**config.mk**
```make
export PLATFORM = sky130hd
export DESIGN_NAME = instr_prefetch_buffer_flat
export DESIGN_NICKNAME = d
export VERILOG_FILES = /design/src/rtl/instr_prefetch_buffer_if.sv /design/src/rtl/instr_prefetch_buffer.sv /design/src/flat_wrapper.sv
export SDC_FILE = /design/constraint.sdc
export NUM_CORES = 1
export LEC_CHECK = 0
export CORE_ASPECT_RATIO = 0.6
export CORE_UTILIZATION = 40
export DETAILED_ROUTE_END_ITERATION = 16
export GPL_TIMING_DRIVEN = 0
export PLACE_DENSITY_LB_ADDON = 0.25
export SLEW_MARGIN = 20
export SYNTH_ARGS = -nofsm -noshare
export SYNTH_HDL_FRONTEND = slang
export SYNTH_SLANG_ARGS = --single-unit
export TNS_END_PERCENT = 100
```
**constraint.sdc**
```tcl
create_clock -name clk -period 6.07 [get_ports clk]
set_input_delay 1.214 -clock clk [delete_from_list [all_inputs] [get_ports clk]]
set_output_delay 1.214 -clock clk [all_outputs]
set_load 0.05 [all_outputs]
```
**src/rtl/instr_prefetch_buffer_if.sv**
```systemverilog
// Bus bundle for the instruction prefetch buffer: CPU fetch port plus
// instruction-memory request/ack port. slave = buffer side, master = environment.
interface instr_prefetch_buffer_if;
    logic [31:0] cpu_pc;
    logic        cpu_fetch_en;
    logic [31:0] cpu_instr;
    logic        cpu_stall;
    logic        mem_req;
    logic [31:0] mem_addr;
    logic        mem_ack;
    logic [31:0] mem_rdata;

    modport slave (
        input  cpu_pc, cpu_fetch_en, mem_ack, mem_rdata,
        output cpu_instr, cpu_stall, mem_req, mem_addr
    );

    modport master (
        output cpu_pc, cpu_fetch_en, mem_ack, mem_rdata,
        input  cpu_instr, cpu_stall, mem_req, mem_addr
    );
endinterface

```
**src/rtl/instr_prefetch_buffer.sv**
```systemverilog
// Sequential instruction prefetch FIFO with single outstanding memory request.
// Optional macro PREFETCH_STATS_EN adds saturating redirect/stall counters.
module instr_prefetch_buffer #(
    parameter int          DEPTH    = 4,
    parameter logic [31:0] RESET_PC = 32'h0000_0000
) (
    input  logic                     clk,
    input  logic                     reset,
    instr_prefetch_buffer_if.slave   bus
`ifdef PREFETCH_STATS_EN
    ,
    output logic [15:0]              stat_redirects,
    output logic [15:0]              stat_stalls
`endif
);

    localparam int AW = (DEPTH > 1) ? $clog2(DEPTH) : 1;
    localparam logic [AW:0] DEPTH_C = (AW + 1)'(DEPTH);

    typedef enum logic [1:0] {IDLE, WAIT, DROP} state_t;

    state_t        state_reg, state_next;
    logic          mem_req_reg, mem_req_next;
    logic [31:0]   mem_addr_reg, mem_addr_next;
    logic [31:0]   next_addr_reg, next_addr_next;

    logic [31:0]   addr_mem [DEPTH];
    logic [31:0]   data_mem [DEPTH];
    logic [AW-1:0] head_reg, tail_reg;
    logic [AW:0]   count_reg, count_next;

    logic          fifo_nonempty, fifo_space;
    logic [31:0]   head_addr, head_data, expected_addr;
    logic          hit, redirect, push, pop;

    // Head is read combinationally so a hit serves the CPU in the same cycle.
    assign head_addr     = addr_mem[head_reg];
    assign head_data     = data_mem[head_reg];
    assign fifo_nonempty = (count_reg != '0);
    assign fifo_space    = (count_reg < DEPTH_C);
    assign hit           = fifo_nonempty && (head_addr == bus.cpu_pc);

    always_comb begin
        expected_addr = next_addr_reg;
        if (fifo_nonempty)
            expected_addr = head_addr;
        else if (state_reg == WAIT)
            expected_addr = mem_addr_reg;
    end

    assign redirect = (bus.cpu_pc != expected_addr);
    assign pop      = hit && bus.cpu_fetch_en && !redirect;
    assign push     = (state_reg == WAIT) && bus.mem_ack && !redirect;

    assign bus.cpu_stall = ~hit;
    assign bus.cpu_instr = hit ? head_data : 32'h0000_0000;
    assign bus.mem_req   = mem_req_reg;
    assign bus.mem_addr  = mem_addr_reg;

    always_comb begin
        count_next = count_reg;
        if (redirect)
            count_next = '0;
        else if (push && !pop)
            count_next = count_reg + (AW + 1)'(1);
        else if (pop && !push)
            count_next = count_reg - (AW + 1)'(1);
    end

    // Storage carries no reset; only entries counted by count_reg are meaningful.
    always_ff @(posedge clk) begin
        if (push) begin
            addr_mem[tail_reg] <= mem_addr_reg;
            data_mem[tail_reg] <= bus.mem_rdata;
        end
    end

    always_ff @(posedge clk or negedge reset) begin
        if (!reset) begin
            head_reg  <= '0;
            tail_reg  <= '0;
            count_reg <= '0;
        end else begin
            count_reg <= count_next;
            if (redirect) begin
                head_reg <= '0;
                tail_reg <= '0;
            end else begin
                if (pop)
                    head_reg <= head_reg + AW'(1);
                if (push)
                    tail_reg <= tail_reg + AW'(1);
            end
        end
    end

    always_ff @(posedge clk or negedge reset) begin
        if (!reset) begin
            state_reg     <= IDLE;
            mem_req_reg   <= 1'b0;
            mem_addr_reg  <= 32'h0000_0000;
            next_addr_reg <= RESET_PC;
        end else begin
            state_reg     <= state_next;
            mem_req_reg   <= mem_req_next;
            mem_addr_reg  <= mem_addr_next;
            next_addr_reg <= next_addr_next;
        end
    end

    // A request once issued is held until acked; DROP swallows the stale reply.
    always_comb begin
        state_next     = state_reg;
        mem_req_next   = mem_req_reg;
        mem_addr_next  = mem_addr_reg;
        next_addr_next = redirect ? bus.cpu_pc : next_addr_reg;
        case (state_reg)
            IDLE: begin
                if (!redirect && fifo_space) begin
                    mem_req_next   = 1'b1;
                    mem_addr_next  = next_addr_reg;
                    next_addr_next = next_addr_reg + 32'd4;
                    state_next     = WAIT;
                end
            end
            WAIT: begin
                if (bus.mem_ack) begin
                    mem_req_next = 1'b0;
                    state_next   = IDLE;
                end else if (redirect) begin
                    state_next = DROP;
                end
            end
            DROP: begin
                if (bus.mem_ack) begin
                    mem_req_next = 1'b0;
                    state_next   = IDLE;
                end
            end
            default: state_next = IDLE;
        endcase
    end

`ifdef PREFETCH_STATS_EN
    always_ff @(posedge clk or negedge reset) begin
        if (!reset) begin
            stat_redirects <= 16'h0000;
            stat_stalls    <= 16'h0000;
        end else begin
            if (redirect && (stat_redirects != 16'hFFFF))
                stat_redirects <= stat_redirects + 16'd1;
            if (bus.cpu_stall && bus.cpu_fetch_en && (stat_stalls != 16'hFFFF))
                stat_stalls <= stat_stalls + 16'd1;
        end
    end
`endif

endmodule

```
**src/flat_wrapper.sv**
```systemverilog
// flat-port wrapper written by rule: the top's interface ports become plain ports
module instr_prefetch_buffer_flat 
#(
    parameter int          DEPTH    = 4,
    parameter logic [31:0] RESET_PC = 32'h0000_0000
)
  (clk, reset, bus_cpu_pc, bus_cpu_fetch_en, bus_mem_ack, bus_mem_rdata, bus_cpu_instr, bus_cpu_stall, bus_mem_req, bus_mem_addr);
  instr_prefetch_buffer_if bus_i ();
  input  logic clk;
  input  logic reset;
  input wire logic [$bits(bus_i.cpu_pc)-1:0] bus_cpu_pc;
  input wire logic [$bits(bus_i.cpu_fetch_en)-1:0] bus_cpu_fetch_en;
  input wire logic [$bits(bus_i.mem_ack)-1:0] bus_mem_ack;
  input wire logic [$bits(bus_i.mem_rdata)-1:0] bus_mem_rdata;
  output wire logic [$bits(bus_i.cpu_instr)-1:0] bus_cpu_instr;
  output wire logic [$bits(bus_i.cpu_stall)-1:0] bus_cpu_stall;
  output wire logic [$bits(bus_i.mem_req)-1:0] bus_mem_req;
  output wire logic [$bits(bus_i.mem_addr)-1:0] bus_mem_addr;
  assign bus_i.cpu_pc = bus_cpu_pc;
  assign bus_i.cpu_fetch_en = bus_cpu_fetch_en;
  assign bus_i.mem_ack = bus_mem_ack;
  assign bus_i.mem_rdata = bus_mem_rdata;
  assign bus_cpu_instr = bus_i.cpu_instr;
  assign bus_cpu_stall = bus_i.cpu_stall;
  assign bus_mem_req = bus_i.mem_req;
  assign bus_mem_addr = bus_i.mem_addr;
  instr_prefetch_buffer #(.DEPTH(DEPTH), .RESET_PC(RESET_PC)) u_core (.clk(clk), .reset(reset), .bus(bus_i));
endmodule
```
==> results.md, run 1 <==
- Clk_skew: 0.0164 ns
- Synth Cell Area: 14400 µm²
- Worst Path Max Fanout: 10
- Synth top area share: 0.535
- Final Hold Fails: 0
- Die Y: 149 µm
- CP Launch Point: u_core.head_reg[1]
- Commonest cells in the netlist: edfxtp_1 (256), dfrtp_1 (74), mux4_2 (62), xnor2_1 (57), mux2_2 (55)
- Initial antenna violation count: 0
- CP peak stage delay: 0.57 ns
- Via count: 8182
- Crit path required time: 4.86 ns
- Clock network power share: 0.430
- Net switching power: 0.000945 W
- Largest regs: u_core.addr_mem: 128 flops, u_core.data_mem: 128 flops
- Inserted Clock Buffers: 31
- Top Ports: 134
- Share of cells above drive strength 1: 0.189
- Worst Tran Pin Value: 0.971 ns
- Internal: 0.00367 W
- Max_slew headroom: 0.353
- Hold crit path type: register to register
- Setup tns final: 0 ns
- Family with the most delay on the worst path: buffers and inverters
- Area contributors post-synth: edfxtp_1 (53%), dfrtp_1 (13%), mux4_2 (9.7%), mux2_2 (4.3%), xnor2_1 (3.5%)
- Count leader, synth: edfxtp_1
- Pins Over Slew Limit: 0
- GRT Total Usage: 0.202
- Avg Cell Area, Syn: 16.9 µm²
- CTS sink count: 330
- CTS tree: done
- Total power: 0.00461 W
- CP bufs+invs: 6
- Routed Antenna Nets: 0
- Total die area: 36700 µm²
- Final setup margin: 0.218 ns
- Post-synth top flop: edfxtp_1
- Worst Path Arrival: 4.64 ns
- Final HPWL DP: 25100 µm
- Worst-path cell chain: buf_2 -> buf_4 -> buf_2 -> mux4_2 -> xnor2_1 -> nand3_1 -> nor4_1 -> nand4_1 -> buf_4 -> clkbuf_1 -> nor2b_1 -> dlygate4sd2_1
- Worst reg2reg startpoint: u_core.state_reg[1]
- Worst Reg-to-Reg Cells: 15
- Worst r2r dst: u_core.data_mem[2][25]
- CP endpoint kind: primary output
- Maxcap violations: 0
- Largest net degree at the start of global routing: 44
- Max Fclk: 0.171 GHz
- Peak VDD IR: 213 µV
- Vias/cell: 5.40
- Yosys cell types: 51
- H-tree depth: 1
- Yosys top cell by area: edfxtp_1
- Min Tclk post-route: 5.85 ns
- Post-route DRC: 11
- Status: finished, violations left
- Drt first-iter violations: 679
- Number of synthesized flops with an enable pin: 256
- GPL Wtd Cong: 0.898
- Cells after synthesis: 851
- Area of the core: 35200 µm²
- Vias in the first global route: 8187
- Diodes inserted: 0
- R2R setup slack: 0.48 ns
- Share of power burned in combinational logic: 0.038
- Global-route wire length before repair: 54200 µm
- Clock root buffer: clkbuf_16
- Die outline width: 247 µm
- RSZ-0062 raised after global routing: false
- CP Class: register to primary output
- CP Launch Type: register
- Tcrit/Tclk final: 0.964
- Skew-Pair Late Insertion Delay: 0.58 ns
- Final setup vio count: 0
- Synthesis-stage register bit count: 330
- Maximum clock path buffer count: 3
- Syn_nets: 930
- Initial core utilization: 0.408
- Area Growth Syn to Fin: 22.0%
- Leakage: 6.27 nW
- Drt total wl: 35900 µm
- Sequential-to-total area share from yosys stat: 0.663
- Ys Warns: 0
- Port Buffers: 133
- Gr ovfl total: 0
- Fin nets: 1103
- Cell Pwr Density: 263 nW/µm²
- Crit path max-delay cell type: dlygate4sd2_1
- Share of power burned in registers: 0.531
- Post-synth ARST share: 0.224
- Clock slew at reported path FFs: 0.07 ns
- Failing checks: DRC
- Wire per inst: 23.7 µm
- Switching part of the total: 0.205
- # rows: 53
- Post-place setup slack: -0.147 ns
- Min Hold Slack: 0.540 ns
- Pre-antenna DRT Iters: 11
- Critical path depth: 12
- Worst setup path end: bus_cpu_instr[21]
-- cell type report --
cell class | instances | area, µm²
well taps | 467 | 584
flip-flops and latches | 330 | 9540
repair buffers | 140 | 1540
clock buffers | 38 | 802
clock inverters | 19 | 219
fillers | 3002 | 17700
inverters | 18 | 67.6
multi-input cells | 464 | 4580
plain buffers | 39 | 213
-- cells in the final DEF, fill, tap and decap left out, drive strengths merged, types with 2 or more instances in the layout --
cell type,count
nor2b,36
mux2i,40
a21oi,5
o211ai,3
dfrtp,74
clkbuf,56
and3,9
o2111ai,3
xnor2,57
nor4,3
edfxtp,256
buf,29
mux2,62
nand2b,4
a22oi,3
nand4,14
dlymetal6s2s,27
or4,3
o22ai,7
and2,4
xor2,29
nand3,15
nand2,33
nor2,20
clkinv,13
dlygate4sd2,2
o311ai,4
clkdlybuf4s50,103
ha,10
o21ai,7
inv,19
bufinv,5
nor3,15
mux4,62
a211oi,2
-- stage by stage --
stage	area (µm²)	util	std cells
finish	17500	0.498	1515
global route	17500	0.498	1515
CTS	17500	0.496	1515
detailed placement	16400	0.467	1456
global placement	16300	0.463	1451
floorplan	14400	-	851
-- tightest hold or removal path, stage by stage (launching register included) --
cell and delay, ns:
dfrtp_1 0.38, nand2_1 0.06, o211ai_1 0.07
-- repair_timing --
action,4_1_cts,5_1_grt
gates resized for setup,3,27
hold buffers,0,0
setup buffers,2,0
pin swaps,1,0
endpoints found under the setup margin,33,27
-- per-layer routing --
| metal | part of all wire | vias up | GRT usage |
|---|---|---|---|
| met5 | 0 | - | 0 |
| met3 | 0.058 | 34 | 0.0367 |
| met2 | 0.40 | 235 | 0.271 |
| met1 | 0.53 | 4295 | 0.340 |
| met4 | 0.010 | 0 | 0.0262 |
| li1 | - | 3618 | - |
-- power by group through the flow --
stage	combinational (W)	sequential, W	clock, W
finish	0.000177	0.00245	0.00198
global route	0.000192	0.00245	0.00211
CTS	0.000176	0.00245	0.00202
detailed placement	0.000175	0.00250	0
global placement	0.000172	0.00250	0
floorplan	0.0000710	0.00249	0
-- worst min path at each step --
stage,from,end,slack (ns),cells after the start
4_1_cts,u_core.bus.mem_req,u_core.bus.mem_req,0.54,2
6_report,u_core.bus.mem_req,u_core.bus.mem_req,0.54,2
3_5_place_dp,u_core.next_addr_reg[0],u_core.bus.mem_addr[0],0.53,1
2_1_floorplan,u_core.next_addr_reg[0],u_core.next_addr_reg[0],0.50,1
3_3_place_gp,u_core.next_addr_reg[1],u_core.next_addr_reg[1],0.51,1
5_1_grt,u_core.next_addr_reg[0],u_core.bus.mem_addr[0],0.57,1
-- cell families (layout without fill, tap and decap cells) --
group / count (synthesis) / after routing / share of synthesized area
flip-flops: 330 / 330 / 0.663
multiplexers: 164 / 164 / 0.174
AND/OR/NAND/NOR: 161 / 161 / 0.0604
XOR/XNOR: 86 / 86 / 0.0524
buffers and inverters: 57 / 254 / 0.0193
AO/OA/AOI/OAI: 42 / 42 / 0.0209
adder cells (fa/ha/maj): 11 / 11 / 0.0101
Power figures use the tool's default switching activity.
==> run 2: changes to the inputs <==
Settings changed: PLACE_DENSITY from default to 0.66, PLACE_DENSITY_LB_ADDON 0.25 to default.
==> run 2 against run 1 <==
Compared with the run above: the run still ends with DRC left; routed wire length rose by 0.26%; sequential power hardly changed; fmax decreased by 0.50%; clock power is essentially flat; clock-buffer cell count is 3 lower; global-route usage decreased by 0.17 points; largest cell class unchanged.
==> results.md, run 2 (same netlist as run 1, synthesis figures left out) <==
- GRT Total Usage: 0.200
- Share of power burned in combinational logic: 0.039
- Clock root buffer: clkbuf_16
- Final Hold Fails: 0
- Initial core utilization: 0.408
- Met3 Routed Length: 2790 µm
- Peak VDD IR: 228 µV
- Internal: 0.00362 W
- CP bufs+invs: 6
- Worst reg2reg startpoint: u_core.state_reg[1]
- Worst-path cell chain: buf_2 -> buf_4 -> buf_2 -> mux4_2 -> xnor2_1 -> nand3_1 -> nor4_1 -> nand4_1 -> buf_4 -> clkbuf_1 -> nor2b_1 -> dlygate4sd2_1
- Initial antenna violation count: 2
- Post-place setup slack: -0.217 ns
- Max_slew headroom: 0.340
- Failing checks: DRC
- Maxcap violations: 0
- Final Core Density: 0.496
- Vias in the first global route: 8170
- Drt total wl: 36000 µm
- Port Buffers: 133
- Cell Pwr Density: 263 nW/µm²
- Top Ports: 134
- Worst r2r dst: u_core.data_mem[2][25]
- Fin nets: 1104
- Clock slew at reported path FFs: 0.06 ns
- Commonest cells after routing, fill and taps aside: edfxtp_1 (256), clkdlybuf4s50_1 (101), dfrtp_1 (74)
- Worst Reg-to-Reg Cells: 15
- Leakage: 6.04 nW
- Gr ovfl total: 0
- R2R setup slack: 0.70 ns
- Largest net degree at the start of global routing: 44
- Met2 Wirelength: 14500 µm
- Worst Path Max Fanout: 10
- Post-route cell area: 17500 µm²
- Share of power burned in registers: 0.534
- Inserted Clock Buffers: 31
- Final HPWL DP: 25000 µm
- Total die area: 36700 µm²
- Largest regs: u_core.addr_mem: 128 flops, u_core.data_mem: 128 flops
- CP endpoint kind: primary output
- Placed instance area: 16400 µm²
- CTS sink count: 330
- Post-route DRC: 16
- Pre-antenna DRT Iters: 11
- Hold crit path type: register to register
- Net switching power: 0.000965 W
- Crit path required time: 4.86 ns
- Area of the core: 35200 µm²
- Wire per inst: 23.7 µm
- Via count: 8178
- Final setup margin: 0.188 ns
- Top routing layer used: met4
- Crit path max-delay cell type: dlygate4sd2_1
- Worst Hold Endpoint: u_core.next_addr_reg[0]
- CTS tree: done
- Worst Hold Path Cells: 1
- CP Launch Type: register
- RSZ-0062 raised after global routing: false
- Most common cell after layout, fill and taps aside: edfxtp_1
- CP peak stage delay: 0.55 ns
- GPL Wtd Cong: 0.893
- Die Y: 149 µm
- Clock network power share: 0.427
- Clk_skew: 0.0118 ns
- Global-route wire length before repair: 53600 µm
- Worst Tran Pin Value: 0.990 ns
- # rows: 53
- Max Fclk: 0.170 GHz
- Area Growth Syn to Fin: 21.5%
- Vias/cell: 5.39
- H-tree depth: 1
- Hold_sp: u_core.next_addr_reg[0]
- Maximum clock path buffer count: 3
- Family with the most delay on the worst path: buffers and inverters
- Metal-1 WL: 18000 µm
- Die outline width: 247 µm
- Share of cells above drive strength 1: 0.194
- Final setup vio count: 0
- Routed Antenna Nets: 0
- CP Class: register to primary output
- Pins Over Slew Limit: 0
- Skew-Pair Late Insertion Delay: 0.58 ns
- Drt first-iter violations: 733
- Switching part of the total: 0.211
- Min Tclk post-route: 5.88 ns
- Status: finished, violations left
- Worst Path Arrival: 4.67 ns
- Tcrit/Tclk final: 0.969
==> run 2: worst register-to-register path, cell delays in order (launching register included) <==
cell	delay [ns]
dfrtp_1	0.40
inv_1	0.14
ha_1	0.17
buf_2	0.28
buf_2	0.47
mux2i_1	0.27
xnor2_1	0.11
nor4_1	0.51
o2111ai_1	0.20
o22ai_1	0.22
nand4_1	0.39
nor2_1	0.25
buf_4	0.26
buf_2	0.36
and3_4	0.68
buf_12	0.30
==> run 2: layout make-up <==
type,instances,area (µm²)
inverter,18,67.6
clock inverter,22,213
buffer,39,213
antenna,1,2.50
tap,467,584
multi-input combinational,464,4580
timing repair buffer,141,1470
clock buffer,35,791
sequential,330,9540
fill,2963,17700
==> run 2: per-layer routing <==
metal	vias up	global-route usage
met1	4243	0.326
met5	-	0
met2	273	0.267
li1	3616	-
met3	46	0.0470
met4	0	0.0373
==> run 2: metrics by stage <==
stage / hold slack (ns) / power, W / TNS (ns) / std cells
2_1_floorplan: 0.496 / 0.00256 / 0 / 851
3_3_place_gp: 0.506 / 0.00267 / -356.68 / 1451
4_1_cts: 0.534 / 0.00462 / 0 / 1516
5_1_grt: 0.547 / 0.00473 / 0 / 1517
3_5_place_dp: 0.523 / 0.00267 / -3.43 / 1456
6_report: 0.536 / 0.00459 / 0 / 1517
==> run 2: power groups by stage <==
stage	clock network [W]	logic [W]	registers (W)
5_1_grt	0.00209	0.000191	0.00245
3_5_place_dp	0	0.000174	0.00250
4_1_cts	0.00200	0.000176	0.00245
3_3_place_gp	0	0.000171	0.00250
6_report	0.00196	0.000177	0.00245
2_1_floorplan	0	0.0000710	0.00249
==> run 2: what timing repair did <==
item,4_1_cts,5_1_grt
gates cloned,0,0
setup buffers,3,0
resized for setup,22,11
hold buffers,0,0
pin swaps,1,0
setup endpoints to repair,33,11
==> run 2: worst max-delay path by stage <==
stage / cells past startpoint / endpoint / slack [ns] / from
after floorplan: 6 / bus_cpu_instr[22] / 1.23 / bus_cpu_pc[30]
after global placement: 10 / u_core.data_mem[0][24] / -1.42 / bus_cpu_pc[23]
after detailed placement: 11 / bus_cpu_instr[9] / -0.22 / u_core.head_reg[1]
after CTS: 12 / bus_cpu_instr[27] / 0.01 / u_core.head_reg[1]
after global routing: 12 / bus_cpu_instr[9] / 0.004 / u_core.head_reg[1]
final: 12 / bus_cpu_instr[19] / 0.19 / u_core.head_reg[1]
==> run 3: changes to the inputs <==
Settings changed: CORE_UTILIZATION 40 to 55, PLACE_DENSITY 0.66 to 0.84.
==> run 3 against run 2 <==
Compared with the run above: the run now ends clean; first-iteration DRC count increased by 27%; clock-buffer cell count increased by 6; worst setup slack got worse by 0.0070 ns; critical path type unchanged.
==> results.md, run 3 (same netlist as run 1, synthesis figures left out) <==
- Gr ovfl total: 0
- CTS Hold Bufs: 0
- Clk_skew: 0.0206 ns
- Dpl cells: 1341
- Routed Antenna Nets: 0
- Skew-Pair Late Insertion Delay: 0.57 ns
- Leakage: 5.89 nW
- Cell Pwr Density: 263 nW/µm²
- Peak VDD IR: 271 µV
- R2R setup slack: 0.76 ns
- Final HPWL DP: 23600 µm
- Share of cells above drive strength 1: 0.191
- Via count: 8343
- Status: complete, no violations
- Pins Over Slew Limit: 0
- Worst Path Max Fanout: 10
- Tcrit/Tclk final: 0.970
- Port Buffers: 133
- Commonest cells after routing, fill and taps aside: edfxtp_1 (256), clkdlybuf4s50_1 (100), dfrtp_1 (74)
- Largest regs: u_core.addr_mem: 128 flops, u_core.data_mem: 128 flops
- RSZ-0062 raised after global routing: false
- Max_slew headroom: 0.364
- Hold crit path type: register to register
- Layout Cells excl Fill: 1400
- Total die area: 26800 µm²
- CTS tree: done
- Max Fclk: 0.170 GHz
- Final Hold Fails: 0
- Final Core Density: 0.679
- Most common cell after layout, fill and taps aside: edfxtp_1
- Worst Path Arrival: 4.67 ns
- Vias in the first global route: 8298
- Vias/cell: 5.96
- Wire per inst: 24.2 µm
- Global-route wire length before repair: 50900 µm
- Clock slew at reported path FFs: 0.07 ns
- GPL Wtd Cong: 0.942
- Fin nets: 1103
- Setup tns final: 0 ns
- CTS sink count: 330
- Die outline width: 211 µm
- CP endpoint kind: primary output
- Clock root buffer: clkbuf_16
- Final setup vio count: 0
- CP Launch Type: register
- Drt total wl: 33800 µm
- # rows: 45
- GRT Total Usage: 0.260
- Initial core utilization: 0.565
- Maxcap violations: 0
- Diodes inserted: 0
- Min Hold Slack: 0.540 ns
- Maximum clock path buffer count: 3
- Area of the core: 25400 µm²
- Post-route DRC: 0
- Worst Tran Pin Value: 0.946 ns
- Inserted Clock Buffers: 30
- Top Ports: 134
- Initial antenna violation count: 1
- H-tree depth: 1
- Drt first-iter violations: 929
- Pre-antenna DRT Iters: 5
- CP Class: register to primary output
- Largest net degree at the start of global routing: 48
- Crit path required time: 4.86 ns
- Die Y: 127 µm
- Min Tclk post-route: 5.89 ns
- Area Growth Syn to Fin: 20.1%
==> run 3: changes by cell type in the layout (fill, tap and decap cells not counted), sizes merged <==
cell           delta
buf               -1
clkdlybuf4s50     -1
dlygate4sd2       +2
dlymetal6s2s      -7
clkdlybuf4s15     +1
clkbuf           +12
clkinv            -6
clkinvlp          -1
diode             -1
==> run 3: where the power goes <==
| group | total [W] | switching (W) | internal (W) |
|---|---|---|---|
| clock network | 0.00192 | 0.000807 | 0.00111 |
| registers | 0.00245 | 0.0000166 | 0.00243 |
| logic | 0.000176 | 0.0000905 | 0.0000853 |
| total | 0.00455 | 0.000914 | 0.00363 |
==> run 3: final cells by class <==
type,count,area [µm²]
Timing Repair Buffer,141,1440
Multi-Input combinational cell,464,4580
Clock inverter,15,165
Fill cell,1740,8180
Sequential cell,330,9540
Buffer,39,213
Clock buffer,41,823
Tap cell,352,440
Inverter,18,67.6
==> run 3: timing repair <==
item,4_1_cts,5_1_grt
gates resized for setup,29,16
buffers inserted,3,0
endpoints found under the setup margin,33,32
==> run 3: layer usage <==
metal  routed length [µm]  GRT usage  up-vias
met5                    8          0        -
met4                  576     0.0533        2
met3                 3110     0.0691       57
met2                14500      0.369      348
met1                15700      0.405     4316
li1                     -          -     3620
==> run 3: worst paths after layout <==
kind,cells after the start,end,startpoint
max,12,bus_cpu_instr[28],u_core.head_reg[1]
min,2,u_core.bus.mem_req,u_core.bus.mem_req
max reg2reg,19,u_core.count_reg[1],u_core.state_reg[1]
min reg2reg,2,u_core.bus.mem_req,u_core.bus.mem_req
max in group asynchronous,2,u_core.bus.mem_addr[23],reset
min in group asynchronous,1,u_core.bus.mem_req,reset
==> run 3: worst max-delay path, cell delays in order (launching register included) <==
cell and delay [ns]:
dfrtp_1 0.47, buf_2 0.39, clkbuf_4 0.38, buf_2 0.40, mux4_2 0.38, xnor2_1 0.28
nand3_1 0.24, nor4_1 0.21, nand4_1 0.13, buf_4 0.21, clkbuf_1 0.27, nor2b_1 0.23
clkdlybuf4s15_1 0.52
==> run 3: per-stage QoR <==
step / area (µm²) / worst slack (ns) / total power [W]
global placement: 16200 / -1.18 / 0.00266
detailed placement: 16300 / -0.0506 / 0.00267
floorplan: 14400 / 1.23 / 0.00256
CTS: 17300 / 0.00333 / 0.00456
finish: 17300 / 0.181 / 0.00455
global route: 17300 / 0.00210 / 0.00466
